[src/rtl/operand_stack_buffer_if.sv]
`default_nettype none
// ============================================================================
// Module  : operand_stack_buffer_if
// Purpose : Operand-stack control/data bundle (keypad, ALU and display side)
// Revision: 1.0 - initial release
// ============================================================================
interface operand_stack_buffer_if #(
    parameter int WIDTH = 8,
    parameter int DEPTH = 4
);
    localparam int CW = $clog2(DEPTH + 1);

    logic             clear;
    logic             store_digit;
    logic [WIDTH:0]   digit_in;
    logic             enter;
    logic             result_ready;
    logic [WIDTH:0]   result;
    logic             result_ovf;
    logic             op_take;
    logic             op_valid;
    logic [WIDTH+1:0] op_a;
    logic [WIDTH+1:0] op_b;
    logic [CW-1:0]    count;
    logic             full;
    logic             empty;
    logic [WIDTH-1:0] disp_mag;
    logic             disp_sign;
    logic             disp_ovf;
    logic             stk_err;

    modport master (
        output clear, store_digit, digit_in, enter, result_ready, result, result_ovf, op_take,
        input  op_valid, op_a, op_b, count, full, empty, disp_mag, disp_sign, disp_ovf, stk_err
    );

    modport slave (
        input  clear, store_digit, digit_in, enter, result_ready, result, result_ovf, op_take,
        output op_valid, op_a, op_b, count, full, empty, disp_mag, disp_sign, disp_ovf, stk_err
    );
endinterface
`default_nettype wire

[src/rtl/operand_stack_buffer.sv]
`default_nettype none
// ============================================================================
// Module  : operand_stack_buffer
// Purpose : Entry register, DEPTH-deep operand LIFO and display register
// Revision: 1.0 - initial release
// ============================================================================
module operand_stack_buffer #(
    parameter int WIDTH = 8,
    parameter int DEPTH = 4
) (
    input  wire logic             clk,
    input  wire logic             rst,
    operand_stack_buffer_if.slave bus
);
    localparam int CW = $clog2(DEPTH + 1);
    localparam int SW = WIDTH + 2;
    localparam logic [CW-1:0] DEPTH_C = CW'(DEPTH);
    localparam logic [CW-1:0] ONE_C   = CW'(1);
    localparam logic [CW-1:0] TWO_C   = CW'(2);

    logic [SW-1:0]  stack_q [DEPTH];
    logic [CW-1:0]  count_q, count_d;
    logic [WIDTH:0] entry_q, entry_d;
    logic [SW-1:0]  disp_q, disp_d;
    logic           err_q, err_d;

    logic           take;
    logic           ent_req;
    logic           res_ok;
    logic           ent_ok;
    logic [CW-1:0]  base;
    logic [CW-1:0]  free;
    logic [CW-1:0]  ent_idx;
    logic [SW-1:0]  op_a_w;
    logic [SW-1:0]  op_b_w;

    // Take retires first, so a same-cycle result lands in the freed slot.
    always_comb begin
        take    = bus.op_take && (count_q >= TWO_C);
        base    = take ? (count_q - TWO_C) : count_q;
        free    = DEPTH_C - base;
        ent_req = bus.enter && !bus.store_digit;
        res_ok  = bus.result_ready && (free != '0);
        ent_ok  = ent_req && (free > {{(CW-1){1'b0}}, res_ok});
        ent_idx = base + {{(CW-1){1'b0}}, res_ok};
        count_d = ent_idx + {{(CW-1){1'b0}}, ent_ok};
        err_d   = err_q | (bus.result_ready && !res_ok) | (ent_req && !ent_ok);

        entry_d = entry_q;
        disp_d  = disp_q;
        if (bus.store_digit) begin
            entry_d = bus.digit_in;
            disp_d  = {1'b0, bus.digit_in};
        end else if (ent_req) begin
            entry_d = '0;
            disp_d  = '0;
        end else if (bus.result_ready) begin
            disp_d  = {bus.result_ovf, bus.result};
        end
    end

    always_ff @(posedge clk) begin
        if (rst || bus.clear) begin
            count_q <= '0;
            entry_q <= '0;
            disp_q  <= '0;
            err_q   <= 1'b0;
            for (int i = 0; i < DEPTH; i++) begin
                stack_q[i] <= '0;
            end
        end else begin
            count_q <= count_d;
            entry_q <= entry_d;
            disp_q  <= disp_d;
            err_q   <= err_d;
            for (int i = 0; i < DEPTH; i++) begin
                if (res_ok && (base == CW'(i))) begin
                    stack_q[i] <= {bus.result_ovf, bus.result};
                end else if (ent_ok && (ent_idx == CW'(i))) begin
                    stack_q[i] <= {1'b0, entry_q};
                end
            end
        end
    end

    always_comb begin
        op_a_w = '0;
        op_b_w = '0;
        for (int i = 0; i < DEPTH; i++) begin
            if ((count_q >= TWO_C) && (CW'(i) == count_q - TWO_C)) begin
                op_a_w = stack_q[i];
            end
            if ((count_q >= TWO_C) && (CW'(i) == count_q - ONE_C)) begin
                op_b_w = stack_q[i];
            end
        end
    end

    assign bus.op_valid  = (count_q >= TWO_C);
    assign bus.op_a      = op_a_w;
    assign bus.op_b      = op_b_w;
    assign bus.count     = count_q;
    assign bus.full      = (count_q == DEPTH_C);
    assign bus.empty     = (count_q == '0);
    assign bus.disp_mag  = disp_q[WIDTH-1:0];
    assign bus.disp_sign = disp_q[WIDTH];
    assign bus.disp_ovf  = disp_q[WIDTH+1];
    assign bus.stk_err   = err_q;
endmodule
`default_nettype wire

[src/flat_wrapper.sv]
// flat-port wrapper written by rule: the top's interface ports become plain ports
module operand_stack_buffer_flat 
#(
    parameter int WIDTH = 8,
    parameter int DEPTH = 4
)
  (clk, rst, bus_clear, bus_store_digit, bus_digit_in, bus_enter, bus_result_ready, bus_result, bus_result_ovf, bus_op_take, bus_op_valid, bus_op_a, bus_op_b, bus_count, bus_full, bus_empty, bus_disp_mag, bus_disp_sign, bus_disp_ovf, bus_stk_err);
  operand_stack_buffer_if #(.WIDTH(WIDTH), .DEPTH(DEPTH)) bus_i ();
  input  wire logic clk;
  input  wire logic rst;
  input wire logic [$bits(bus_i.clear)-1:0] bus_clear;
  input wire logic [$bits(bus_i.store_digit)-1:0] bus_store_digit;
  input wire logic [$bits(bus_i.digit_in)-1:0] bus_digit_in;
  input wire logic [$bits(bus_i.enter)-1:0] bus_enter;
  input wire logic [$bits(bus_i.result_ready)-1:0] bus_result_ready;
  input wire logic [$bits(bus_i.result)-1:0] bus_result;
  input wire logic [$bits(bus_i.result_ovf)-1:0] bus_result_ovf;
  input wire logic [$bits(bus_i.op_take)-1:0] bus_op_take;
  output wire logic [$bits(bus_i.op_valid)-1:0] bus_op_valid;
  output wire logic [$bits(bus_i.op_a)-1:0] bus_op_a;
  output wire logic [$bits(bus_i.op_b)-1:0] bus_op_b;
  output wire logic [$bits(bus_i.count)-1:0] bus_count;
  output wire logic [$bits(bus_i.full)-1:0] bus_full;
  output wire logic [$bits(bus_i.empty)-1:0] bus_empty;
  output wire logic [$bits(bus_i.disp_mag)-1:0] bus_disp_mag;
  output wire logic [$bits(bus_i.disp_sign)-1:0] bus_disp_sign;
  output wire logic [$bits(bus_i.disp_ovf)-1:0] bus_disp_ovf;
  output wire logic [$bits(bus_i.stk_err)-1:0] bus_stk_err;
  assign bus_i.clear = bus_clear;
  assign bus_i.store_digit = bus_store_digit;
  assign bus_i.digit_in = bus_digit_in;
  assign bus_i.enter = bus_enter;
  assign bus_i.result_ready = bus_result_ready;
  assign bus_i.result = bus_result;
  assign bus_i.result_ovf = bus_result_ovf;
  assign bus_i.op_take = bus_op_take;
  assign bus_op_valid = bus_i.op_valid;
  assign bus_op_a = bus_i.op_a;
  assign bus_op_b = bus_i.op_b;
  assign bus_count = bus_i.count;
  assign bus_full = bus_i.full;
  assign bus_empty = bus_i.empty;
  assign bus_disp_mag = bus_i.disp_mag;
  assign bus_disp_sign = bus_i.disp_sign;
  assign bus_disp_ovf = bus_i.disp_ovf;
  assign bus_stk_err = bus_i.stk_err;
  operand_stack_buffer #(.WIDTH(WIDTH), .DEPTH(DEPTH)) u_core (.clk(clk), .rst(rst), .bus(bus_i));
endmodule
[config.mk]
export PLATFORM = sky130hd
export DESIGN_NAME = operand_stack_buffer_flat
export DESIGN_NICKNAME = d
export VERILOG_FILES = /design/src/rtl/operand_stack_buffer_if.sv /design/src/rtl/operand_stack_buffer.sv /design/src/flat_wrapper.sv
export SDC_FILE = /design/constraint.sdc
export NUM_CORES = 1
export LEC_CHECK = 0
export ABC_AREA = 0
export BUFFER_PORTS_ARGS = -buffer_cell sky130_fd_sc_hd__buf_2
export CORE_UTILIZATION = 45
export CTS_CLUSTER_DIAMETER = 50
export DETAILED_ROUTE_END_ITERATION = 16
export HOLD_SLACK_MARGIN = 0.12
export PLACE_DENSITY = 0.79
export RECOVER_POWER = 50
export SYNTH_ARGS = -nofsm -noshare
export SYNTH_HDL_FRONTEND = slang
export SYNTH_SLANG_ARGS = --single-unit
[constraint.sdc]
create_clock -name clk -period 8.45 [get_ports clk]
set_clock_uncertainty 0.2 [all_clocks]
set_input_delay 0.845 -clock clk [delete_from_list [all_inputs] [get_ports clk]]
set_output_delay 0.845 -clock clk [all_outputs]
set_load 0.05 [all_outputs]
=== Yosys cells after proc, flatten, opt, wreduce, memory -nomap -nowiden ===
Memories as Yosys holds them, arrays and structs flattened.
Cells that the tools add are included.

* Memory bits (read-only): 0
* Output and inout port bits: 37
* Memories kept: 1
* Input bits: 26
* RAM bits: 40
* Latch bits: 0
* Logic and storage cells: 123
* Register bits: 23

* Bitwise logic cells: 10
* Equality and inequality tests: 13
* Shifts and indexed selects: 0
* Reduce and logical (&&, ||, !) cells: 35
* Mux-type cells: 52
* $lt $le $gt $ge: 2
* Multiply operators: 0
* Divide/modulo/power cells: 0
* Add/subtract/negate cells: 5

{| class="wikitable"
|+ Memory list
! memory !! words !! bits a word !! read ports !! clocked after memory_dff !! write ports !! RTL line !! RTL
|-
| u_core.stack_q || 4 || 10 || 4 || 0 || 4 || operand_stack_buffer.sv:21 || <nowiki>logic [SW-1:0] stack_q [DEPTH];</nowiki>
|}

{| class="wikitable"
|+ Operators by type and width
! kind !! count
|-
| $mux W10 || 16
|-
| $mux W9 || 5
|-
| $mux W1 || 30
|-
| $logic_and A1 B1 Y1 || 22
|-
| $logic_not A3 Y1 || 5
|-
| $eq A2 B3 Y1 const A || 4
|-
| $eq A3 B2 Y1 const B || 4
|-
| $or A1 B1 Y1 || 10
|-
| $add A3 B1 Y3 || 2
|-
| $eq A1 B3 Y1 const A || 2
|-
| $eq A3 B1 Y1 const B || 2
|-
| $reduce_bool A3 Y1 || 2
|-
| $eq A3 B3 Y1 const B || 1
|-
| $ge A3 B2 Y1 const B || 1
|-
| $gt A3 B1 Y1 || 1
|-
| $logic_not A1 Y1 || 3
|-
| $mux W3 || 1
|-
| $reduce_or A3 Y1 || 1
|-
| $sub A3 B1 Y3 const B || 1
|-
| $sub A3 B2 Y3 const B || 1
|-
| $sub A3 B3 Y3 const A || 1
|-
| $reduce_bool A2 Y1 || 1
|-
| $logic_or A1 B1 Y1 || 1
|}

=== Logic depth before layout (Yosys ltp) ===
Gate-level depths: netlist of run 1.

* Depth after elaboration: 14
* Gate-level depth with buffers: 18
* Gate-level depth less buffers: 16

=== Least setup slack after synthesis of run 1 ===
Ideal clock, no wire load.

* Kind: flip-flop to flip-flop
* Start point: register u_core.count_q[1] (netlist: u_core.bus.count[1])
* End point: memory u_core.stack_q[3][0] (netlist name), enable pin
* Stages on the path, launching flop included: 14
* Required time: 7913 ps
* Buffers on the path: 1
* Arrival time: 4451 ps
* Clock period less this slack: 4987 ps
* Setup time: 337 ps
* Path slack: 3463 ps
* Cells stage by stage: dfxtp_1 buf_2 nand2b_4 o21ai_0 nand2_1 xnor2_1 ha_1 ha_1 a21boi_2 ha_1 a311oi_2 nand2_1 nor2_1 a211o_1

{| class="wikitable"
|+ RTL lines
! item !! RTL line !! RTL
|-
| start: declaration || operand_stack_buffer.sv:22 || <nowiki>logic [CW-1:0] count_q, count_d;</nowiki>
|-
| start signal: assignment || operand_stack_buffer.sv:72 || <nowiki>count_q <= count_d;</nowiki>
|-
| end: declaration || operand_stack_buffer.sv:21 ||
|}

==> summary.md, run 1 <==
| Metric | Value |
|---|---|
| Synth warnings | 0 |
| Sequential share of power | 37.5% |
| Critical Setup Path Class | reg2reg |
| Sequential cell area fraction in the yosys report | 47.99% |
| DR vias/cell | 6.004 |
| Die W | 89.71 um |
| Setup bufs post-CTS | 0 |
| Sw Pwr | 501.4 uW |
| Clock power share | 21.2% |
| WP data required | 8.20 ns |
| Final Core Density | 53.88% |
| CTS Sinks | 63 |
| First-pass GRT wire length | 13610 um |
| DRT antenna net count | 0 |
| TritonCTS buffer count | 9 |
| Final hold viol count | 0 |
| Commonest non-fill, non-tap cell in the layout | edfxtp_1 |
| Peak Freq | 0.1975 GHz |
| Core Region | 7331 um^2 |
| Sw Share | 42.63% |
| Max FO, Critical Path | 18 |
| Final net count | 435 |
| Part of the cycle the worst path needs | 59.92% |
| Congestion Overflow GR | 0 |
| Row cnt | 31 |
| CP peak stage delay | 0.82 ns |
| Power Dens Cells | 297.8 nW/um^2 |
| Max clock buf depth | 2 |
| Internal Power | 674.8 uW |
| Initial Util | 47.23% |
| Drc violations | 0 |
| Initial antenna violation count | 0 |
| Worst hold-check path type | reg2reg |
| RSZ-0062 raised after global routing | no |
| Crit path time final | 5.063 ns |
| Ys flop type | edfxtp_1 |
| Max VDD drop | 0.1612 mV |
| Post-synth EDFFs | 40 |
| Synth cell types | 45 |
| Outcome | finished, violations left |
| IO Port Bufs | 62 |
| Max Slew Vio Count | 11 |
| Number of global-route vias before repair | 2712 |
| Cts hold-fix bufs | 0 |
| H-tree levels | 3 |
| Top cell by count, worst path | ha_1 |
| Post-Route WL | 8433 um |
| Die Span Y | 89.71 um |
| TNS Setup | 0 ns |
| Endpoint class of the critical path | flip-flop |
| Total die area | 8048 um^2 |
| Crit path cell chain | inv_1, ha_1, o21ai_0, nand2_1, xnor2_1, ha_1, ha_1, a21boi_0, ha_1, and3_1, nand2_1, o211ai_1 |
| CTS resizes | 0 |
| Max Cap Viol | 1 |
| Post-synth ARST share | 0% |
| Syn Area/Cell | 10.06 um^2 |
| Clock Pin Slew Worst Setup and Hold Paths | 0.07 ns |
| HPWL after DPL | 6276 um |
| Slowest cell on the critical path | o211ai_1 |
| Average routed wire per standard cell | 16.80 um |
| DRT iter0 DRCs | 254 |
| Tightest Pin Transition | 1.567 ns |
| Initial DRT Pass Iterations | 5 |
| Gr usage total | 21.22% |
| R2R depth | 12 |
| Share of cells above drive strength 1 | 12.90% |
| Clk_lat worst skew | 0.33 ns |
| Fillers | 661 |
| Ports | 63 |
| Hold depth | 2 |
| Largest net degree at the start of global routing | 20 |
| Placer Congestion | 0.8934 |
| Combinational group share of total power | 41.3% |
| Syn_nets | 381 |
| CTS tree | built |
| Arrival time worst endpoint | 4.81 ns |
| ANT cells | 0 |
| Register area | 1662 um^2 |
| Multi-input gate area in the final layout | 1673 um^2 |
| Max-Slew Margin vs Limit | -5.428% |
| Worst setup SP type | flip-flop |
| CTS root buf | clkbuf_8 |
| Register bit total from synthesis | 63 |
| Final Setup Violations | 0 |
| Leakage | 0.001490 uW |
| Failing checks | max-capacitance violations, max-slew violations |
| Routed via count | 3014 |
| Most frequent cells in the layout | edfxtp_1 (40), clkbuf_1 (39), a22o_1 (36), nand2_1 (35), o21ai_0 (29) |
| Layout area overhead | 14.09% |
| Cells after Synth | 344 |
| Post-Syn Area | 3462 um^2 |
[Yosys cell counts, types with 2 or more instances]
| cell | count | area (um^2) |
|---|---|---|
| a21oi_1 | 22 | 110.1 |
| a21oi_2 | 4 | 35.03 |
| a222oi_1 | 10 | 100.1 |
| a22o_1 | 36 | 315.3 |
| a22oi_1 | 24 | 180.2 |
| and2_1 | 9 | 56.30 |
| and3_1 | 8 | 50.05 |
| buf_2 | 7 | 35.03 |
| clkbuf_1 | 11 | 41.29 |
| dfxtp_1 | 23 | 460.4 |
| edfxtp_1 | 40 | 1201 |
| ha_1 | 11 | 137.6 |
| inv_1 | 6 | 22.52 |
| nand2_1 | 35 | 131.4 |
| nand2b_1 | 4 | 25.02 |
| nand3_1 | 5 | 25.02 |
| nor2_1 | 28 | 105.1 |
| nor2b_1 | 3 | 18.77 |
| nor3_1 | 2 | 10.01 |
| o211ai_1 | 2 | 15.01 |
| o21ai_0 | 29 | 145.1 |
| xnor2_1 | 2 | 17.52 |
[cells by family (layout without fill, tap and decap cells)]
kind of cell             Yosys count  count (layout)  share of synthesized area, %
AO/OA/AOI/OAI                    138             138                         29.42
XOR/XNOR                           2               2                        0.5061
adder cells (fa/ha/maj)           11              11                         3.975
buffers and inverters             27              86                         3.397
flip-flops                        63              63                         47.99
multiplexers                       1               1                        0.2891
AND/OR/NAND/NOR                  102             102                         14.42
[critical path, delay by kind of cell (launching register included)]
kind / cells / cell delay, ns
simple gates: 3 / 0.41
fa+ha+maj: 4 / 1.12
buf+inv: 1 / 0.20
compound gates: 3 / 1.65
xor+xnor: 1 / 0.38
flops: 1 / 0.72
[cell type report]
class	instances	share of cell area [%]
multi-input cells	254	42.35
flip-flops and latches	63	42.07
repair buffers	63	6.810
clock buffers	14	4.656
well taps	99	3.136
inverters	7	0.6652
clock inverters	2	0.3168
[registers in the layout, indices dropped and copies added, names as in the netlist]
signal	count
u_core.entry_q	9
u_core.bus.stk_err	1
u_core.disp_q	10
u_core.bus.count	3
u_core.stack_q	40
[power by group through the flow]
stage	clock network (uW)	registers, uW	logic [uW]
5_1_grt	263	447	534
2_1_floorplan	0	451	384
4_1_cts	254	439	497
3_3_place_gp	0	444	487
6_report	249	441	486
3_5_place_dp	0	446	495
[routing by layer]
layer | global-route usage [%] | part of all wire, %
met1 | 29.56 | 47
met2 | 32.12 | 44
met3 | 3.723 | 6.9
met4 | 9.836 | 1.6
met5 | 0 | 0
[worst paths after layout]
check,startpoint,to,slack (ns)
worst max-delay path,u_core.bus.count[2],u_core.stack_q[2][0],3.39
worst min-delay path,u_core.entry_q[2],u_core.entry_q[2],0.32
worst max register to register,u_core.bus.count[2],u_core.stack_q[2][0],3.39
worst min register to register,u_core.entry_q[2],u_core.entry_q[2],0.32
[metrics by stage]
| step | area (um^2) | hold WS [ns] | setup slack, ns | instances | power [uW] |
|---|---|---|---|---|---|
| floorplan | 3462 | 0.2732 | 3.463 | 344 | 835.0 |
| global placement | 3812 | 0.2968 | 4.089 | 486 | 930.2 |
| detailed placement | 3812 | 0.3073 | 3.829 | 486 | 941.1 |
| CTS | 4009 | 0.3174 | 3.800 | 502 | 1190 |
| global route | 3950 | 0.3480 | 2.919 | 502 | 1245 |
| finish | 3950 | 0.3165 | 3.387 | 502 | 1176 |
No activity file was read; power rests on OpenSTA's default activity.
==> inputs of run 2 (changes only) <==
--- a/config.mk
+++ b/config.mk
@@ -11,7 +11,7 @@
 export CTS_CLUSTER_DIAMETER = 50
 export DETAILED_ROUTE_END_ITERATION = 16
 export HOLD_SLACK_MARGIN = 0.12
-export PLACE_DENSITY = 0.79
+export PLACE_DENSITY = 0.81
 export RECOVER_POWER = 50
 export SYNTH_ARGS = -nofsm -noshare
 export SYNTH_HDL_FRONTEND = slang
==> constraint.sdc (replaced) <==
create_clock -name clk -period 4.1 [get_ports clk]
set_clock_uncertainty 0.2 [all_clocks]
set_input_delay 0.41 -clock clk [delete_from_list [all_inputs] [get_ports clk]]
set_output_delay 0.41 -clock clk [all_outputs]
set_load 0.05 [all_outputs]
==> run 2 against run 1 <==
  * Count of clock-buffer cells in the layout shrank 4
  * First-iteration DRC count increased by 26%
  * Non-clock buffer count up 9
  * Worst hold slack worse by 0.18 ns
  * Sequential power grew 100%
  * Setup slack worse by 3.3 ns
  * Register-to-register slack worse by 3.3 ns
  * Sequential share of layout area shrank 0.85 points
  * Final cell count up 1.8%
  * The flow now finishes without violations
  * Critical path type unchanged
  * Critical endpoint is now u_core.stack_q[1][1]
==> summary.md, run 2 (same netlist as run 1, synthesis figures left out) <==
| Metric | Value |
|---|---|
| Outcome | finished, final reports clean |
| Critical Setup Path Class | reg2reg |
| Hold slack | 0.1382 ns |
| Hold Path End | u_core.disp_q[8] |
| Share of cells above drive strength 1 | 16.02% |
| Total die area | 8048 um^2 |
| ANT cells | 0 |
| Max Cap Viol | 0 |
| Reg-to-reg critical path startpoint | u_core.bus.count[1] |
| Hold depth | 3 |
| Crit path time final | 3.991 ns |
| Register area | 1667 um^2 |
| DRT iter0 DRCs | 320 |
| Average routed wire per standard cell | 17.39 um |
| Most flops, register | u_core.stack_q |
| CTS Sinks | 63 |
| TritonCTS buffer count | 9 |
| Final hold viol count | 0 |
| Congestion Overflow GR | 0 |
| DRT antenna net count | 0 |
| Worst r2r dst | u_core.stack_q[1][1] |
| Largest net degree at the start of global routing | 20 |
| Layout area overhead | 16.81% |
| CTS root buf | clkbuf_8 |
| Die Span Y | 89.71 um |
| Initial antenna violation count | 0 |
| Peak Freq | 0.2506 GHz |
| Hold Crit Start | bus_digit_in[8] |
| Worst setup SP type | flip-flop |
| Routed via count | 3076 |
| DR vias/cell | 6.020 |
| Drc violations | 0 |
| Max-Slew Margin vs Limit | 32.64% |
| Leakage | 0.001518 uW |
| Tot Pwr | 2508 uW |
| Max FO, Critical Path | 10 |
| Most frequent cells in the layout | clkbuf_1 (40), edfxtp_1 (40), a22o_1 (36), nand2_1 (35) |
| Placed cells | 493 |
| Arrival time worst endpoint | 3.99 ns |
| Max reg flops | 40 |
| Initial Util | 47.23% |
| Final Setup Violations | 0 |
| CTS tree | built |
| Multi-input gate area in the final layout | 1723 um^2 |
| Initial DRT Pass Iterations | 8 |
| Tightest Pin Transition | 1.007 ns |
| Post-Route WL | 8886 um |
| Number of global-route vias before repair | 2914 |
| Final net count | 444 |
| H-tree levels | 3 |
| Max clock buf depth | 2 |
| Fillers | 647 |
| Power Dens Cells | 620.3 nW/um^2 |
| Gr usage total | 22.27% |
| Part of the cycle the worst path needs | 97.34% |
| WP data required | 4.09 ns |
| Clock Pin Slew Worst Setup and Hold Paths | 0.07 ns |
| Max VDD drop | 0.3065 mV |
| HPWL after DPL | 6472 um |
| Top Registers | u_core.stack_q (40), u_core.disp_q (10), u_core.entry_q (9) |
| Max Slew Vio Count | 0 |
| Die W | 89.71 um |
| Final std cells w/o fill | 511 |
| First-pass GRT wire length | 14400 um |
| Core Region | 7331 um^2 |
| Endpoint class of the critical path | flip-flop |
| Clk_lat worst skew | 0.34 ns |
| Placer Congestion | 0.9387 |
| Setup slack, reg-to-reg | 0.11 ns |
| R2R depth | 13 |
| Worst hold-check path type | in2reg |
| Ports | 63 |
| Row cnt | 31 |
| IO Port Bufs | 62 |
[run 2: area by class of cell]
type | instances | share of cell area, %
tap | 99 | 3.063
sequential | 63 | 41.21
inverter | 7 | 0.6498
timing repair buffer | 72 | 8.385
clock inverter | 6 | 0.9282
multi-input combinational | 254 | 42.61
clock buffer | 10 | 3.156
[run 2: worst max path at each step]
stage                   startpoint                    to  slack [ns]
2_1_floorplan  u_core.bus.count[1]  u_core.stack_q[2][0]        0.02
3_3_place_gp   u_core.bus.count[1]  u_core.stack_q[1][3]        0.43
3_5_place_dp   u_core.bus.count[1]  u_core.stack_q[1][3]        0.24
4_1_cts        u_core.bus.count[1]  u_core.stack_q[1][0]        0.20
5_1_grt        u_core.bus.count[1]  u_core.stack_q[1][1]       -0.05
6_report       u_core.bus.count[1]  u_core.stack_q[1][1]        0.11
[run 2: repair_timing]
| item | CTS | global route |
|---|---|---|
| gates resized for setup | 0 | 3 |
| hold buffers | 2 | 0 |
| setup buffers | 0 | 0 |
| endpoints found under the hold margin | 2 | 0 |
| endpoints found under the setup margin | 0 | 27 |
[run 2: through the flow]
stage                     instance area [um^2]  setup TNS, ns  worst slack (ns)  utilization, %
after CTS                                 4075              0            0.1977           55.59
after floorplan                           3490              0           0.01890               -
final                                     4044              0            0.1092           55.16
after detailed placement                  3890              0            0.2354           53.06
after global routing                      4044       -0.07681          -0.04945           55.16
after global placement                    3890              0            0.4261           53.06
[run 2: power by group]
group | switching (uW) | total, uW | internal (uW)
registers | 75.9 | 888 | 812
logic | 805 | 1170 | 365
clock network | 235 | 451 | 215
[run 2: layer usage]
layer	track usage, %	wire length (um)
met2	35.64	3993
met4	8.470	210
met1	28.93	3856
met5	0	0
met3	5.838	826
[run 2: worst max-delay path, cell delays in order (launching register included)]
cell and delay (ns):
dfxtp_4 0.41, clkinv_1 0.10, ha_1 0.34, o21ai_4 0.10, nand2_1 0.08, xnor2_1 0.25, ha_1 0.22, ha_1 0.31
a21boi_4 0.25, ha_1 0.32, a311oi_4 0.42, nand2_1 0.17, a21oi_2 0.39, a22o_1 0.24
